### config.mk
export PLATFORM = sky130hd
export DESIGN_NAME = pc_loop_seq
export DESIGN_NICKNAME = d
export VERILOG_FILES = /design/src/rtl/pc_loop_seq.sv
export SDC_FILE = /design/constraint.sdc
export NUM_CORES = 1
export LEC_CHECK = 0
export ABC_AREA = 1
export CAP_MARGIN = 40
export CORE_MARGIN = 2
export CORE_UTILIZATION = 38
export CTS_BUF_LIST = sky130_fd_sc_hd__clkbuf_4
export DETAILED_ROUTE_END_ITERATION = 10
export HOLD_SLACK_MARGIN = 0.12
export SLEW_MARGIN = 15
export SYNTH_ARGS = -nofsm -noshare
export SYNTH_HDL_FRONTEND = slang
export SYNTH_SLANG_ARGS = --single-unit
export TNS_END_PERCENT = 20
### constraint.sdc
create_clock -name clk -period 3.2 [get_ports clk]
set_clock_uncertainty 0.15 [all_clocks]
set_input_delay 0.8 -clock clk [delete_from_list [all_inputs] [get_ports clk]]
set_output_delay 0.8 -clock clk [all_outputs]
set_load 0.05 [all_outputs]
### src/rtl/pc_loop_seq.sv
// ============================================================================
// Module      : pc_loop_seq
// Description : Program counter and sequencer with a hardware loop stack for
//               nested zero-overhead loops and an absolute jump. Optional
//               macro PC_STALL_EN adds a stall input that freezes RUN.
// Revision    : 1.0 - initial release
// ============================================================================
`default_nettype none

module pc_loop_seq #(
  parameter int AW    = 8,
  parameter int CW    = 8,
  parameter int LW    = 4,
  parameter int DEPTH = 2
) (
  input  logic          clk,
  input  logic          rst,
`ifdef PC_STALL_EN
  input  logic          stall,
`endif
  input  logic          enable,
  input  logic          loop_start,
  input  logic [CW-1:0] loop_cnt,
  input  logic [LW-1:0] loop_len,
  input  logic          jump,
  input  logic [AW-1:0] jump_addr,
  output logic [AW-1:0] addr,
  output logic          addr_valid,
  output logic          loop_active,
  output logic [2:0]    loop_level,
  output logic          err
);

  typedef enum logic [1:0] {
    IDLE  = 2'd0,
    RUN   = 2'd1,
    PAUSE = 2'd2
  } state_t;

  state_t        r_state, w_state_nx;
  logic [AW-1:0] r_addr, w_addr_nx;
  logic [2:0]    r_sp, w_sp_nx;
  logic          r_err, w_err_nx;

  logic [AW-1:0] r_lstart [DEPTH];
  logic [AW-1:0] r_lend   [DEPTH];
  logic [CW-1:0] r_lcnt   [DEPTH];

  logic [AW-1:0] w_top_start, w_top_end;
  logic [CW-1:0] w_top_cnt;
  logic [AW-1:0] w_len_ext, w_push_end, w_inc;
  logic          w_push, w_dec, w_stall, w_req, w_step;

`ifdef PC_STALL_EN
  assign w_stall = stall;
`else
  assign w_stall = 1'b0;
`endif

  // Top-of-stack is entry r_sp-1; a one-hot mux avoids a variable array index.
  always_comb begin
    w_top_start = '0;
    w_top_end   = '0;
    w_top_cnt   = '0;
    for (int i = 0; i < DEPTH; i++) begin
      if (r_sp == 3'(i + 1)) begin
        w_top_start = r_lstart[i];
        w_top_end   = r_lend[i];
        w_top_cnt   = r_lcnt[i];
      end
    end
  end

  assign w_len_ext  = AW'(loop_len);
  assign w_inc      = r_addr + AW'(1);
  assign w_push_end = r_addr + w_len_ext;

  // Leaving IDLE/PAUSE performs a sequencing step with loop/jump requests masked,
  // so a pause at a loop end still wraps back to the loop start on resume.
  always_comb begin
    w_state_nx = r_state;
    w_addr_nx  = r_addr;
    w_sp_nx    = r_sp;
    w_err_nx   = r_err;
    w_push     = 1'b0;
    w_dec      = 1'b0;
    w_req      = (r_state == RUN);
    w_step     = enable && !(w_req && w_stall);

    unique case (r_state)
      IDLE:    if (enable) w_state_nx = RUN;
      RUN:     if (!enable) w_state_nx = PAUSE;
      PAUSE:   if (enable) w_state_nx = RUN;
      default: w_state_nx = IDLE;
    endcase

    if (w_step) begin
      if (w_req && jump) begin
        w_addr_nx = jump_addr;
        w_sp_nx   = 3'd0;
      end else if (w_req && loop_start) begin
        if (loop_cnt == '0 || loop_len == '0) begin
          w_addr_nx = w_push_end + AW'(1);
        end else if (r_sp == 3'(DEPTH)) begin
          w_err_nx  = 1'b1;
          w_addr_nx = w_inc;
        end else begin
          w_push    = 1'b1;
          w_sp_nx   = r_sp + 3'd1;
          w_addr_nx = w_inc;
          if (r_sp != 3'd0 && w_push_end >= w_top_end) w_err_nx = 1'b1;
        end
      end else if (r_sp != 3'd0 && r_addr == w_top_end) begin
        if (w_top_cnt > CW'(1)) begin
          w_addr_nx = w_top_start;
          w_dec     = 1'b1;
        end else begin
          w_sp_nx   = r_sp - 3'd1;
          w_addr_nx = w_inc;
        end
      end else begin
        w_addr_nx = w_inc;
      end
    end
  end

  always_ff @(posedge clk) begin
    if (!rst) begin
      r_state <= IDLE;
      r_addr  <= '0;
      r_sp    <= 3'd0;
      r_err   <= 1'b0;
    end else begin
      r_state <= w_state_nx;
      r_addr  <= w_addr_nx;
      r_sp    <= w_sp_nx;
      r_err   <= w_err_nx;
    end
  end

  always_ff @(posedge clk) begin
    if (rst) begin
      for (int i = 0; i < DEPTH; i++) begin
        if (w_push && r_sp == 3'(i)) begin
          r_lstart[i] <= w_inc;
          r_lend[i]   <= w_push_end;
          r_lcnt[i]   <= loop_cnt;
        end else if (w_dec && r_sp == 3'(i + 1)) begin
          r_lcnt[i] <= r_lcnt[i] - CW'(1);
        end
      end
    end
  end

  assign addr        = r_addr;
  assign addr_valid  = (r_state == RUN);
  assign loop_level  = r_sp;
  assign loop_active = (r_sp != 3'd0);
  assign err         = r_err;

endmodule

`default_nettype wire

==> impl_metrics.csv, run 1 <==
group,metric,value,unit
power_and_ir_drop,switching_share,31.8,%
power_and_ir_drop,leakage,2.22,nW
layout,antenna_cells,0,
sta,maxClockFrequency,0.324,GHz
layout,finalNonFillerCells,743,
grt,met1_usage,25.5,%
place,numPortBuffers,38,
die,dieArea,11800,µm²
sta,setup_viol,0,
place,hpwlAfterDp,8220,µm
power_and_ir_drop,peakVddDrop,176,µV
logic_synthesis,ys_types,38,
sta,hold_violations,0,
worst_setup_path,path_delay_family,"simple AND/OR/NAND/NOR gates",
die,start_util,38.6,%
sta,final_max_slew_viol_count,0,
grt,grtUsageMet2,34.1,%
clocking,clk_pin_slew,110,ps
die,rows,38,
power_and_ir_drop,p_comb_share,26.7,%
grt,grt_pass1_wl,18000,µm
power_and_ir_drop,p_per_area,406,nW/µm²
layout,layout_common_cells,"nand2_1 (141), inv_1 (63), edfxtp_1 (48)",
layout,nets,645,
run,drv_cap,0,
layout,multi_input_area,2190,µm²
drt,postRouteAntennaNets,0,
die,ios,39,
logic_synthesis,yosysSeqAreaShare,41.5,%
die,core,10700,µm²
grt,grt_max_degree,19,
grt,grt_usage,20.0,%
clocking,cts_root_buf,"clkbuf_4",
grt,busiest_layer,"met2",
worst_setup_path,crit_arrival,3300,ps
grt,grt_pass1_vias,3633,
sta,finalCriticalPeriod,3090,ps
power_and_ir_drop,seq_power_share,43.1,%
die,die_y,109,µm
logic_synthesis,netlist_area,4150,µm²
logic_synthesis,ys_seq_elements,62,
min_path,min_path_type,"reg2reg",
worst_setup_path,timing.critical_path.from_type,"input pin",
drt,dr.pass1.iters,5,
layout,area_delta_synth_final,25.5,%
worst_setup_path,crit_type,"in2reg",
drt,totalWireLength,11100,µm
logic_synthesis,syn_avg_cell_area,7.96,µm²
grt,antenna_found_initial,0,
power_and_ir_drop,p_total,2.11,mW
layout,drive_above_1_share,16.1,%
sta,finalCritPeriodShare,96.6,%
layout,final_common_cell,"nand2_1",
drt,drc_errors,0,
drt,drt_iter0_drc,229,
status,run_status,"complete, no violations",
layout,seqCellArea,1720,µm²
power_and_ir_drop,p_int,1.44,mW
grt,grtUsageMet3,4.52,%
worst_setup_path,cpPeakStageDelay,430,ps
sta,rsz0062_at_grt,"true",
drt,vias_per_cell,4.96,
worst_setup_path,worst_path_max_delay_cell,"clkdlybuf4s50_1",
power_and_ir_drop,p_switching,0.672,mW
drt,wl_per_cell,14.9,µm
worst_setup_path,critPathMaxFanout,3,
clocking,clkLatencyLatePin,440,ps
die,die_x,109,µm
worst_setup_path,rrSetupSlack,280,ps
sta,relSlewSlack,66.1,%
clocking,htreeDepth,3,
place,dp_cells,725,
clocking,cts_buffer_depth,2,
worst_setup_path,crit_buf_inv,2,
worst_setup_path,cp.required,3410,ps
worst_setup_path,end_kind,"flop",
sta,hold_ws,339,ps
clocking,cts_tree,"built",
drt,num_vias,3684,
worst_setup_path,path_cells,"clkdlybuf4s50_1 > buf_4 > ha_1 > a21oi_2 > nand2b_1 > nand3_2 > xor2_1 > ha_1 > nand2_1 > nor2_4 > nand4_1 > o2111ai_2 > nand2_1 > a21boi_1 > nor2_1 > nor2_1",
place,gp_congestion,0.879,
layout,fill_cells,1081,
logic_synthesis,synth.net_count,569,
clocking,cts-buffers-inserted,9,
clocking,clock_sinks,62,
sta,worst_pin_slew,507,ps
logic_synthesis,ys.warnings.count,0,
logic_synthesis,syn_inst,522,
power_and_ir_drop,power.share.clock,30.3,%
grt,grt_overflow_total,0,
## final timing paths
kind                                                 to                       start  cells after the start
worst max register to register   r_lcnt[0][4]$_DFFE_PP_  loop_level[0]$_SDFFE_PN0P_                     16
worst min-delay path            r_state[1]$_SDFFE_PN0P_     r_state[1]$_SDFFE_PN0P_                      2
worst min register to register  r_state[1]$_SDFFE_PN0P_     r_state[1]$_SDFFE_PN0P_                      2
worst max-delay path                   err$_SDFFE_PN0P_                 loop_len[1]                     16
## worst register-to-register path, stage by stage, from the launching register on
cell	delay [ps]
dfxtp_1	370
inv_1	150
ha_1	230
inv_4	120
nor2_8	280
nand2_1	120
nand3_1	120
nand2_1	50
nor2_1	110
nand2_1	100
nor2_4	170
nand2_2	100
nor3_4	180
nand3_2	90
buf_4	200
nand2_1	90
nand2_1	60
## Yosys cell counts
cell / instances / area, µm²
inv_1: 63 / 236
o211a_1: 1 / 10.0
nor2_2: 1 / 6.26
xnor2_1: 10 / 87.6
xor2_1: 19 / 166
a211oi_1: 3 / 22.5
ha_1: 21 / 263
nand2_2: 2 / 12.5
or2_2: 1 / 6.26
o21ai_0: 20 / 100
a31oi_1: 1 / 6.26
nor2_8: 2 / 40.0
nor2_4: 1 / 11.3
edfxtp_1: 48 / 1440
o21ai_2: 11 / 96.3
nand3b_1: 3 / 22.5
clkbuf_1: 7 / 26.3
inv_4: 1 / 6.26
fa_1: 1 / 20.0
nor3_4: 1 / 16.3
nor3_1: 7 / 35.0
o21ai_1: 1 / 5.00
dfxtp_1: 14 / 280
nor4_1: 2 / 12.5
nand3_2: 3 / 30.0
buf_2: 2 / 10.0
or2_1: 1 / 6.26
inv_2: 3 / 11.3
a21boi_0: 1 / 7.51
a21oi_1: 27 / 135
nand2b_1: 1 / 6.26
o2111ai_1: 1 / 8.76
nand2_1: 142 / 533
buf_4: 1 / 7.51
buf_6: 3 / 33.8
nand3_1: 44 / 220
nand4_1: 7 / 43.8
nor2_1: 45 / 169
## timing repair
item / CTS / global route
buffers inserted: 0 / 2
hold endpoints to repair: 0 / 0
pin swaps: 0 / 8
setup endpoints to repair: 1 / 2
hold buffers: 0 / 0
resized for setup: 1 / 17
## power by group through the flow
stage / clock network, mW / logic, mW / registers (mW)
3_3_place_gp: 0 / 0.525 / 0.927
6_report: 0.640 / 0.564 / 0.910
3_5_place_dp: 0 / 0.531 / 0.928
5_1_grt: 0.687 / 0.622 / 0.913
4_1_cts: 0.656 / 0.535 / 0.909
2_1_floorplan: 0 / 0.297 / 0.957
## area by class of cell
cell class / count / share of cell area (%)
clock buffers: 10 / 1.44
clock inverters: 6 / 1.66
inverters: 67 / 4.87
flip-flops and latches: 62 / 33.1
well taps: 140 / 3.36
repair buffers: 78 / 13.6
multi-input cells: 380 / 42.0
## routing by layer
layer | vias to the layer above | wire [µm]
li1 | 1864 | -
met1 | 1739 | 5070
met2 | 69 | 5420
met3 | 12 | 460
met4 | 0 | 137
met5 | - | 0
## sequential cells by signal, summed over array words and instances (netlist names)
register    flops
addr            8
r_lstart       16
r_lcnt         16
err             1
r_state         2
loop_level      3
r_lend         16
## per-stage QoR
step	setup WS, ps	instance area [µm²]	utilization (%)	setup TNS, ps
2_1_floorplan	-72.7	4160	-	-1980
4_1_cts	1.02	5110	47.5	0
3_3_place_gp	-463	4940	46.0	-1240
5_1_grt	-65.2	5210	48.5	-65.2
6_report	109	5210	48.5	0
3_5_place_dp	-524	4940	46.0	-1440
## cell families after synthesis
logic type,synth area share (%)
adder cells (fa/ha/maj),6.81
XOR/XNOR,6.12
buffers and inverters,7.98
AND/OR/NAND/NOR,28.2
flip-flops,41.5
AO/OA/AOI/OAI,9.43
No activity file was read; power rests on OpenSTA's default activity.
==> run 2: changes to the inputs <==
CORE_UTILIZATION = 50   (was 38)
CTS_CLUSTER_DIAMETER = 200   (was unset)
PLACE_DENSITY = 0.74   (was unset)
==> run 2 against run 1 <==
Flip-flop and latch count unchanged. Largest power group unchanged. Highest routed layer unchanged. Hold slack improved by 17 ps. Die area decreased by 23%. Critical path depth decreased by 12. Critical endpoint is now loop_active. Wire length decreased by 4.1%.
==> impl_metrics.csv, run 2 (synthesis gave the netlist of run 1 again) <==
group,metric,value,unit
drt,dr.pass1.iters,5,
die,dieArea,9050,µm²
sta,finalCritPeriodShare,96.4,%
drt,postRouteAntennaNets,0,
clocking,cts_tree,"built",
min_path,whs_path_depth,2,
clocking,clk_pin_slew,100,ps
power_and_ir_drop,seq_power_share,45.8,%
power_and_ir_drop,p_comb_share,27.4,%
clocking,htreeDepth,3,
grt,grt_pass1_vias,3668,
status,run_status,"complete, no violations",
sta,relSlewSlack,66.3,%
worst_setup_path,timing.critical_path.from_type,"flop",
power_and_ir_drop,p_switching,0.654,mW
die,core,8130,µm²
grt,grt_usage,25.1,%
grt,antenna_found_initial,0,
grt,grt_pass1_wl,17100,µm
die,die_y,95.1,µm
worst_setup_path,ff2ff_path_depth,16,
layout,drive_above_1_share,15.0,%
min_path,holdCritStartpoint,"r_state[0]$_SDFFE_PN0P_",
sta,hold_violations,0,
clocking,cts-buffers-inserted,9,
grt,grt_max_degree,19,
run,drv_cap,0,
clocking,clkLatencyLatePin,410,ps
clocking,cts_buffer_depth,2,
layout,largestRegisters,"r_lcnt x16, r_lend x16, r_lstart x16",
die,ios,39,
worst_setup_path,crit_arrival,2140,ps
die,start_util,51.1,%
layout,area_delta_synth_final,21.6,%
worst_setup_path,crit_type,"reg2out",
worst_setup_path,r2r_end,"r_lcnt[1][5]$_DFFE_PP_",
layout,layout_common_cells,"nand2_1 (142), inv_1 (63), edfxtp_1 (48)",
power_and_ir_drop,peakVddDrop,255,µV
drt,totalWireLength,10600,µm
sta,setup_tns,0,ps
power_and_ir_drop,leakage,2.17,nW
drt,vias_per_cell,5.27,
sta,worst_pin_slew,504,ps
sta,finalCriticalPeriod,3090,ps
sta,setup_viol,0,
sta,hold_ws,356,ps
layout,nets,643,
layout,antenna_cells,0,
place,dp_cells,688,
grt,grt_overflow_total,0,
worst_setup_path,end_kind,"output port",
layout,final_common_cell,"nand2_1",
place,numPortBuffers,38,
drt,drc_errors,0,
power_and_ir_drop,power.share.clock,26.8,%
die,rows,33,
clocking,ctsHoldBuffers,0,
clocking,clock_sinks,62,
place,gp_congestion,0.922,
min_path,holdPathEnd,"r_state[1]$_SDFFE_PN0P_",
place,hpwlAfterDp,7970,µm
drt,wl_per_cell,15.1,µm
drt,num_vias,3719,
layout,finalNonFillerCells,706,
drt,drt_iter0_drc,292,
power_and_ir_drop,p_int,1.34,mW
power_and_ir_drop,switching_share,32.8,%
power_and_ir_drop,p_per_area,395,nW/µm²
sta,final_max_slew_viol_count,0,
worst_setup_path,cp.required,2250,ps
min_path,min_path_type,"reg2reg",
worst_setup_path,r2r-start,"loop_level[1]$_SDFFE_PN0P_",
worst_setup_path,rrSetupSlack,270,ps
sta,maxClockFrequency,0.324,GHz
die,die_x,95.1,µm
worst_setup_path,critPathMaxFanout,5,
clocking,cts_root_buf,"clkbuf_4",
-- run 2: cell count changes in the layout (fill, tap and decap cells not counted), moves of 2 or more --
cell    change
nor2_2      +2
ha_1        +2
buf_12      -2
ha_4        -2
-- run 2: worst max-delay path by stage --
stage                               startpoint          endpoint  cells past startpoint
detailed placement                 loop_len[0]  err$_SDFFE_PN0P_                     16
global placement                   loop_len[0]  err$_SDFFE_PN0P_                     16
floorplan                          loop_len[0]  err$_SDFFE_PN0P_                     15
finish              loop_level[0]$_SDFFE_PN0P_       loop_active                      4
CTS                                loop_len[0]  err$_SDFFE_PN0P_                     16
global route                       loop_len[1]  err$_SDFFE_PN0P_                     16
-- run 2: per-stage QoR --
step | setup slack, ps | power [mW] | utilization (%) | instance area [µm²]
floorplan | -72.7 | 1.25 | - | 4160
global placement | -445 | 1.44 | 59.8 | 4860
detailed placement | -556 | 1.45 | 59.8 | 4860
CTS | 37.8 | 1.97 | 61.5 | 5000
global route | -20.3 | 2.08 | 62.1 | 5050
finish | 114 | 2.00 | 62.1 | 5050
-- run 2: final cells by class --
type	instances	area, µm²
Fill cell	690	3080
Multi-Input combinational cell	380	2140
Sequential cell	62	1720
Timing Repair Buffer	76	668
Inverter	67	254
Tap cell	105	131
Clock buffer	9	67.6
Clock inverter	7	65.1
-- run 2: timing repair --
action	in CTS	in global routing
buffers inserted	0	2
setup endpoints to repair	2	18
endpoints found under the hold margin	0	0
gates resized for setup	4	8
pin swaps	1	3
cloned	0	0
-- run 2: power groups by stage --
stage               Combinational (mW)  Sequential [mW]  Clock, mW
floorplan                        0.297            0.957          0
global placement                 0.511            0.929          0
detailed placement               0.524            0.930          0
CTS                              0.530            0.912      0.532
global route                     0.602            0.916      0.565
finish                           0.548            0.913      0.535
-- run 2: worst max-delay path, cell delays in order, from the launching register on --
cell	delay [ps]
dfxtp_1	410
inv_1	110
ha_1	220
nand2_1	150
clkdlybuf4s50_1	830
-- run 2: metal layers --
layer | up-vias | share of wire (%) | global-route usage (%)
met4 | 0 | 2.3 | 8.09
met2 | 136 | 46 | 40.4
met1 | 1692 | 45 | 33.9
li1 | 1865 | - | -
met5 | - | 0 | 0
met3 | 26 | 6.7 | 4.90
